[config.mk]
export PLATFORM = sky130hd
export DESIGN_NAME = countdown_timer
export DESIGN_NICKNAME = d
export VERILOG_FILES = /design/src/rtl/timer_pkg.sv /design/src/rtl/tick_gen.sv /design/src/rtl/countdown_timer.sv
export SDC_FILE = /design/constraint.sdc
export NUM_CORES = 1
export LEC_CHECK = 0
export BUFFER_PORTS_ARGS = -buffer_cell sky130_fd_sc_hd__clkbuf_2
export CAP_MARGIN = 0
export CORE_MARGIN = 2
export CORE_UTILIZATION = 55
export CTS_CLUSTER_DIAMETER = 150
export DETAILED_ROUTE_END_ITERATION = 10
export PLACE_DENSITY = 0.77
export SLEW_MARGIN = 20
export SYNTH_ARGS = -nofsm -noshare
export SYNTH_HDL_FRONTEND = slang
export SYNTH_SLANG_ARGS = --single-unit
[constraint.sdc]
create_clock -name Clk -period 2.85 [get_ports Clk]
set_clock_uncertainty 0.15 [all_clocks]
set_input_delay 0.1425 -clock Clk [delete_from_list [all_inputs] [get_ports Clk]]
set_output_delay 0.1425 -clock Clk [all_outputs]
set_load 0.02 [all_outputs]
[src/rtl/timer_pkg.sv]
// Shared definitions for the countdown timer: FSM state encoding and default step length.
package timer_pkg;

    typedef enum logic [1:0] {
        ST_IDLE   = 2'd0,
        ST_RUN    = 2'd1,
        ST_PAUSED = 2'd2,
        ST_DONE   = 2'd3
    } state_e;

    localparam int unsigned PRESCALE_DEFAULT = 4;
    localparam int unsigned WIDTH_DEFAULT    = 4;

endpackage

[src/rtl/tick_gen.sv]
// Prescaler: counts 0..PRESCALE-1 while not held and flags the wrap cycle with Tick.
module tick_gen
    import timer_pkg::*;
#(
    parameter int unsigned PRESCALE = PRESCALE_DEFAULT
) (
    input  logic Clk,
    input  logic Rst,
    input  logic Clear,
    input  logic Hold,
    output logic Tick
);

    localparam logic [7:0] LAST = 8'(PRESCALE - 1);

    logic [7:0] cnt_q;
    logic [7:0] cnt_d;

    always_comb begin
        cnt_d = cnt_q;
        if (Clear) begin
            cnt_d = '0;
        end else if (!Hold) begin
            cnt_d = (cnt_q == LAST) ? '0 : cnt_q + 8'd1;
        end
    end

    always_ff @(posedge Clk) begin
        if (Rst) begin
            cnt_q <= '0;
        end else begin
            cnt_q <= cnt_d;
        end
    end

    assign Tick = !Rst && !Clear && !Hold && (cnt_q == LAST);

endmodule

[src/rtl/countdown_timer.sv]
// Loadable down-counter stepping once every PRESCALE clocks, with pause and optional auto-reload.
module countdown_timer
    import timer_pkg::*;
#(
    parameter int unsigned PRESCALE = PRESCALE_DEFAULT,
    parameter int unsigned WIDTH    = WIDTH_DEFAULT
) (
    input  logic             Clk,
    input  logic             Rst,
    input  logic             Load,
    input  logic [WIDTH-1:0] LoadVal,
    input  logic             Start,
    input  logic             Pause,
    input  logic             AutoReload,
    output logic [WIDTH-1:0] Count,
    output logic             Busy,
    output logic             Done
);

    state_e           state_q;
    logic [WIDTH-1:0] count_q;
    logic [WIDTH-1:0] reload_q;
    logic             busy_q;
    logic             done_q;
    logic             tick;
    logic             pre_clear;

    // Prescaler stays at zero outside an active run so the first step lands PRESCALE cycles after Start.
    assign pre_clear = Load || (state_q == ST_IDLE) || (state_q == ST_DONE);

    tick_gen #(
        .PRESCALE(PRESCALE)
    ) u_tick_gen (
        .Clk  (Clk),
        .Rst  (Rst),
        .Clear(pre_clear),
        .Hold (Pause),
        .Tick (tick)
    );

    always_ff @(posedge Clk) begin
        if (Rst) begin
            state_q  <= ST_IDLE;
            count_q  <= '0;
            reload_q <= '0;
            busy_q   <= 1'b0;
            done_q   <= 1'b0;
        end else begin
            done_q <= 1'b0;
            if (Load) begin
                state_q  <= ST_IDLE;
                count_q  <= LoadVal;
                reload_q <= LoadVal;
                busy_q   <= 1'b0;
            end else begin
                case (state_q)
                    ST_IDLE: begin
                        if (Start && (count_q != '0)) begin
                            state_q <= ST_RUN;
                            busy_q  <= 1'b1;
                        end
                    end
                    ST_RUN, ST_PAUSED: begin
                        state_q <= Pause ? ST_PAUSED : ST_RUN;
                        // tick is already suppressed while Pause is high.
                        if (tick) begin
                            if (count_q == '0) begin
                                count_q <= reload_q;
                            end else begin
                                count_q <= count_q - WIDTH'(1);
                                if (count_q == WIDTH'(1)) begin
                                    done_q <= 1'b1;
                                    if (!(AutoReload && (reload_q != '0))) begin
                                        state_q <= ST_DONE;
                                        busy_q  <= 1'b0;
                                    end
                                end
                            end
                        end
                    end
                    ST_DONE: begin
                        state_q <= ST_IDLE;
                    end
                    default: begin
                        state_q <= ST_IDLE;
                        busy_q  <= 1'b0;
                    end
                endcase
            end
        end
    end

    assign Count = count_q;
    assign Busy  = busy_q;
    assign Done  = done_q;

endmodule

==> results by stage, run 1 <==
Synth:
- Dividing the synthesized area by the synthesized cell count gives 9.33 um2.
- Of the total synthesized cell area, the portion taken by AND, OR, NAND and NOR gates is 0.288.
- The distinct cell type count of the synthesized netlist is 40.
- In this run, synthesis produced a sequential element count of 20.
- The compound-cell area share of the yosys netlist is 0.143.
- The dominant combinational cell family by area after synthesis is simple AND/OR/NAND/NOR gates.
- The most used flip-flop cell after synthesis is sky130_fd_sc_hd__dfxtp_1.
- The post-synthesis mux area share is 0.0367.
- The proportion of synthesized flip-flops having asynchronous set or reset is 0.
- The instance count of the mapped netlist is between 100 and 150.
- The number of warning messages in the yosys log is 0.
- The count of flip-flops with a built-in enable after synthesis is 0.
- The post-synthesis cell area is about 1100 um2.
- Of the total synthesized cell area, the portion taken by XOR and XNOR cells is 0.0562.
- The share of synthesized area occupied by flip-flops and latches is 0.367.
- Counting every net in the synthesized netlist gives 132.
- Of the total synthesized cell area, the portion taken by full adders, half adders and majority gates is 0.0573.

Final layout:
- Summing all non-filler instances in the final layout gives an area of 1250 um2.
- The non-filler instance count after layout is 163.
- The final net count is around 150.
- The top cell types in the final layout, fill and taps aside, are sky130_fd_sc_hd__dfxtp_1, sky130_fd_sc_hd__clkbuf_2, sky130_fd_sc_hd__nor2_1.
- The library cell used most frequently in the layout, excluding fill and tap cells, is sky130_fd_sc_hd__dfxtp_1.
- The share of cells above drive strength 1 is 0.213.
- The number of antenna diodes in the final layout is 0.
- The layout overhead on the synthesized area is 14.2%.

Global route:
- The initial antenna violation count is 0.
- The via count of the first global-routing pass came to 868.
- The first global-routing pass estimated 3700 um of wire.
- The overall routing resource usage is 0.200.
- The pin count of the biggest net entering global routing is 15.
- For this run the aggregate overflow at the end of global routing stands at 0.

Clock tree:
- The H-tree depth is 1.
- The clock-pin transition on the worst setup and hold timing paths is ~0.10 ns.
- The count of clock tree sinks is 20.
- TritonCTS created 3 clock buffers.
- The number of buffers on the longest clock path is 2.
- In this run, post-CTS repair resized a total of 0 instances.
- The clock reaches the later pin of the worst-skew pair after 0.30 ns.
- The root cell of the clock tree is sky130_fd_sc_hd__clkbuf_4.
- TritonCTS built the clock tree.

Pwr:
- After layout, the design draws a total of 535 uW.
- The leakage power figure is ~0.00047 uW.
- The worst-case IR drop observed on VDD is between 0.0003 and 0.0004 V.
- The total power per unit cell area is 430 nW/um2.

Outcome:
- The run finished with clean final reports.

STA:
- After routing, the total negative slack on setup checks comes to 0 ns.
- The normalized max-slew margin is 0.740.
- In the finished design, the share of the clock period the worst path needs comes to 0.739.
- The total setup violations reported at the end of the flow is 0.
- The final number of max-transition violations is 0.
- The time the worst path needs with I/O delays and setup is 2.11 ns.
- For the pin with the worst max-slew slack, the measured transition is about 0.39 ns.
- Derived from the worst setup path, the maximum achievable clock frequency is 475 MHz.
- Setup repair after global routing left no endpoint under its margin.
- The number of endpoints with negative hold slack in the final report is 0.
- The post-route worst hold slack is 0.0604 ns.

Setup path:
- The cell at the slowest stage of the critical path is sky130_fd_sc_hd__nor4_4.
- In this run the worst path has a maximum fanout of 8.
- The data arrival time at the worst-slack endpoint is 2.15 ns.
- The startpoint type of the worst setup path is a register.
- For the worst setup path, the data required time is 2.90 ns.
- Walking the worst path, the cells encountered are inv_1 > ha_1 > nor4_4 > nand4_4 > o41a_1 > o31a_1.
- STA classifies the critical path endpoint as a register.
- The worst stage delay on the critical path is about 0.38 ns.
- The critical path is of the register to register type.

Place:
- During placement, the flow inserted port buffers numbering 15.
- The instance area at placement is 1170 um2.
- The post-DP HPWL is roughly 1500 um.
- The final weighted congestion in routability-driven placement is 0.809.
- The number of placed instances with taps included is 155.

Detailed routing:
- Wire segments on met3 add up to 71 um in the final route.
- For this block, the routed nets add up to 2000 um of wire.
- The count of nets left with antenna violations once routing finished came out at 0.
- The post-detailed-route wirelength per cell is 12.3 um.
- The highest layer used for signal routing is met4.
- The via count is 877.
- Using the TritonRoute via totals, the vias-per-cell ratio works out to roughly 5.4.
- Detailed routing placed a total of 886 um of wire on met2.
- The first detailed-routing pass ran for 4 iterations.
- The detailed router finished its first iteration with 7 violations.
- For this run, design rule violations remaining after detail routing come to 0.
- The met1 wire length is about 1000 um.

Die:
- The full die area is 2360 um2.
- The vertical die dimension is 48.5 um.
- The cell row count is 16.
- The total core area is roughly 1900 um2.
- The horizontal extent of the die is 48.5 um.
- 16 I/O pins were placed.
- The initial utilization of the core area, before any placement, comes to 0.568.

Worst hold path:
- The type of the most critical hold path is input port to register.

Flow run:
- The number of max-cap violations is 0.
-- sequential cells by signal, indices dropped and copies added (netlist names) --
signal,flops
Done,1
u_tick_gen.cnt_q,8
Busy,1
reload_q,4
Count,4
state_q,2
-- report_power, final --
group	internal, uW	leakage [uW]	switching [uW]
clock network	77.9	0.0000210	82.4
logic	34.8	0.000290	43.7
registers	288	0.000163	8.70
total	401	0.000474	135
-- Yosys cell counts, drive strengths merged, types with 2 or more instances --
cell type	instances	area (um2)
nor2	11	41.3
nand2b	3	18.8
or4b	2	20.0
ha	5	62.6
inv	7	26.3
nor4	3	40.0
nor3	3	15.0
o41a	2	22.5
buf	3	26.3
nand4	3	33.8
xor2	5	43.8
nand2	8	30.0
mux2i	4	40.0
xnor2	2	17.5
a21oi	6	30.0
o221ai	2	17.5
dfxtp	20	400
nor4b	2	32.5
a21boi	2	18.8
o31a	2	17.5
o21ai	4	20.0
nand3	6	30.0
-- what timing repair did --
action,in CTS,in global routing
setup buffers,0,0
endpoints found under the hold margin,6,0
hold buffers,4,0
-- cell type report --
class	instances	area, um2
fillers	171	676
well taps	27	33.8
multi-input cells	86	634
repair buffers	19	115
inverters	7	26.3
flip-flops and latches	20	400
clock buffers	4	36.3
-- cell families (layout without fill, tap and decap cells) --
family / after synthesis / count (layout)
buffers and inverters: 11 / 30
adder cells (fa/ha/maj): 5 / 5
AO/OA/AOI/OAI: 22 / 22
flip-flops: 20 / 20
multiplexers: 4 / 4
XOR/XNOR: 7 / 7
AND/OR/NAND/NOR: 48 / 48
-- worst max-delay path, delay by kind of cell (launching register included) --
family	cells	cell delay [ns]
AOI/OAI and AO/OA	2	0.61
and+or+nand+nor	2	0.58
DFF	1	0.37
adders and majority gates	1	0.25
buffers and inverters	1	0.05
-- final timing paths --
| path | startpoint | to | slack (ns) | depth (start not counted) |
|---|---|---|---|---|
| max | state_q[0] | Count[3] | 0.74 | 6 |
| min | Start | state_q[1] | 0.06 | 4 |
| max reg2reg | state_q[0] | Count[3] | 0.74 | 6 |
| min reg2reg | reload_q[0] | reload_q[0] | 0.35 | 2 |
-- stage by stage --
step,utilization,worst slack [ns]
detailed placement,0.609,0.753
floorplan,-,0.869
global route,0.648,0.597
CTS,0.648,0.733
finish,0.648,0.744
global placement,0.609,0.789
-- layer usage --
| metal | track usage | vias up |
|---|---|---|
| li1 | - | 461 |
| met3 | 0.0401 | 6 |
| met4 | 0.0952 | 0 |
| met5 | 0 | - |
| met2 | 0.310 | 15 |
| met1 | 0.267 | 395 |
(Power assumes the default switching activity.)
==> inputs of run 2 (changes only) <==
- CORE_UTILIZATION: 55 -> 49
- PLACE_DENSITY: 0.77 -> 0.73
- clock period: 2.85 -> 1.7 ns (I/O delays scaled with it)
==> results by stage, run 2 (synthesis gave the netlist of run 1 again) <==
Pwr:
- The worst-case IR drop observed on VDD is 0.000591 V.
- The power share of the sequential group is 0.447.
- The proportion of power drawn by combinational gates is 0.191.
- The total power per unit cell area is 697 nW/um2.
- The proportion of power drawn by the clock network is 0.362.
- The internal power of the cells is between 800 and 900 uW.
- For this design the total switching power over the nets is 283 uW.
- Of the total power, the share spent switching nets is 0.255.
- The leakage power figure is roughly 0.00065 uW.

Outcome:
- The run finished, with violations left.
- The final reports fail on negative setup slack.

Clock tree:
- Counting along the longest clock path gives a buffer depth of 2.
- The clock-pin transition on the worst setup and hold timing paths is roughly 0.13 ns.
- In this run the number of H-tree levels came out at 1.
- Buffers inserted during clock tree synthesis total 3.
- The clock network latency to the later pin of the worst-skew pair is 0.31 ns.
- In this run the clock root is driven by a sky130_fd_sc_hd__clkbuf_4.
- The count of clock tree sinks is 20.
- The CTS tree is done.

Final layout:
- The register with the most flip-flops in the layout has 8 of them.
- The library cells used most frequently in the layout, excluding fill and tap cells, are sky130_fd_sc_hd__buf_4, sky130_fd_sc_hd__clkbuf_2, sky130_fd_sc_hd__dfxtp_1.
- The register with the most flip-flops in the final layout is u_tick_gen.cnt_q.
- For this run, the number of standard cells in the final layout without fillers is 191.
- The core utilization of the finished layout is 0.741.
- Of the cells placed in the final design, the portion with a size suffix greater than 1 is 0.472.
- The finished cells cover 1590 um2.
- Summing all multi-input logic gate instances after layout gives ~730 um2.
- The antenna diode instance count is 0.
- Across the whole layout, storage elements account for ~420 um2.
- The number of filler cells placed in the layout is 152.
- The layout overhead on the synthesized area is 45.9%.
- The final layout contains 179 nets.
- The library cell used most frequently in the layout, excluding fill and tap cells, is sky130_fd_sc_hd__buf_4.

Global route:
- The pin count of the biggest net entering global routing is 14.
- The overall routing resource usage is 0.242.
- The global-route wire length before repair is between 4000 and 5000 um.
- The initial antenna violation count was 0.
- The via count of the first global-routing pass was 1031.
- Summed over all layers, the global routing overflow is 0.

Place:
- The final weighted congestion in routability-driven placement is 0.831.
- The HPWL after detailed placement is 1930 um.
- The count of input and output buffers is 15.
- The placed instances occupy a cell area of 1370 um2.
- The number of placed instances with taps included is 176.

Setup path:
- The kind of end point of the critical path is a register.
- The cell class contributing the biggest share of worst-path delay is simple AND/OR/NAND/NOR gates.
- The data arrival time at the worst-slack endpoint is between 1.5 and 2 ns.
- At the worst endpoint, the required time is 1.79 ns.
- The worst setup path is launched from a register.
- The cell at the slowest stage of the critical path is sky130_fd_sc_hd__or4b_2.
- Together, buffers and inverters on the worst path number 2.
- The worst stage delay on the critical path is ~0.58 ns.
- Of all nets on the critical path, the largest fanout is 6.
- The critical path is of the register to register type.
- Walking the worst path, the cells encountered are inv_2 > ha_4 > nand4_4 > buf_4 > or4b_2 > o221ai_1.

Die:
- The vertical die dimension is 51.2 um.
- The total area inside the core boundary comes to 2150 um2.
- The cell row count is 17.
- The starting density of the core is 0.508.
- The full die area is ~2600 um2.
- The floorplan step set the die width to 51.2 um.
- 16 I/O pins were placed.

STA:
- The total setup violations reported at the end of the flow is 5.
- The final number of max-transition violations is 0.
- The pin slew with the least headroom to its limit is 0.397 ns.
- In the finished design, the share of the clock period the worst path needs comes to 1.06.
- The number of endpoints with negative hold slack in the final report was 0.
- The time the worst path needs with I/O delays and setup is 1.80 ns.
- Static timing analysis puts the maximum clock frequency at 555 MHz.
- Setup repair after global routing could not meet its margin everywhere.
- After routing, the total negative slack on setup checks comes to -0.306 ns.
- Measured against its own limit, the worst slew margin works out to 0.734.
- Final hold analysis gives a worst-case slack of 0.0218 ns.
- The final critical-path setup slack is -0.101 ns.

Detailed routing:
- The post-detailed-route wirelength per cell is 14.5 um.
- Once detail routing completed, the nets flagged for antenna violations numbered 0.
- The number of design-rule violations left by the first detailed-router iteration is 33.
- The residual DRC count is 0.
- The detailed router placed 1014 vias in this run.
- The number of detailed-routing iterations run before antenna repair is 4.
- The ratio of routed vias to standard cells is 5.31.
- For this block, the routed nets add up to 2770 um of wire.

Flow run:
- Max-cap violations in this run came to 0.

Worst hold path:
- The type of the most critical hold path is input port to register.
==> run 2: changes by cell type in the layout (fill, tap and decap cells not counted), sizes merged <==
| cell | previous run | this run |
|---|---|---|
| dlygate4sd3 | 4 | 5 |
| buf | 0 | 26 |
| clkbuf | 19 | 18 |
| bufinv | 0 | 1 |
==> run 2: stage by stage <==
stage | setup slack, ns | power (uW)
after global routing | -0.158 | 1140
after global placement | -0.0626 | 662
after detailed placement | -0.140 | 668
final | -0.101 | 1110
after floorplan | -0.112 | 615
after CTS | -0.101 | 1090
==> run 2: timing repair <==
action                                  CTS  global route
gates resized for setup                  12            12
endpoints found under the setup margin    7            14
endpoints found under the hold margin     8             0
hold buffers                              5             0
buffers inserted                          6             1
pin swaps                                 7             4
==> run 2: final timing paths <==
check	slack, ns	start	depth (start not counted)	endpoint
hold / removal	0.02	Rst	3	reload_q[0]
hold reg to reg	0.35	reload_q[2]	2	reload_q[2]
setup / recovery	-0.10	state_q[0]	6	Count[0]
setup reg to reg	-0.10	state_q[0]	6	Count[0]
==> run 2: cell type report <==
| class | instances | area share |
|---|---|---|
| multi-input combinational | 86 | 0.457 |
| sequential | 20 | 0.263 |
| timing repair buffer | 46 | 0.206 |
| tap | 28 | 0.0220 |
| inverter | 7 | 0.0197 |
| clock inverter | 1 | 0.0189 |
| clock buffer | 3 | 0.0142 |
==> run 2: worst reg2reg max path, cell delays in order, from the launching register on <==
cell	delay (ns)
sky130_fd_sc_hd__dfxtp_4	0.40
sky130_fd_sc_hd__inv_2	0.05
sky130_fd_sc_hd__ha_4	0.24
sky130_fd_sc_hd__nand4_4	0.08
sky130_fd_sc_hd__buf_4	0.14
sky130_fd_sc_hd__or4b_2	0.58
sky130_fd_sc_hd__o221ai_1	0.09
==> run 2: power groups by stage <==
stage               clock [uW]  sequential, uW  combinational [uW]
floorplan                    0             513                 102
detailed placement           0             507                 162
global placement             0             506                 156
finish                     401             496                 212
global route               417             498                 229
CTS                        401             497                 188
==> run 2: per-layer routing <==
layer  up-vias  global-route usage  routed length (um)
met5         -                   0                   0
li1        517                   -                   -
met1       472               0.295                1260
met3         6              0.0292                  79
met2        19               0.403                1360
met4         0               0.149                  78
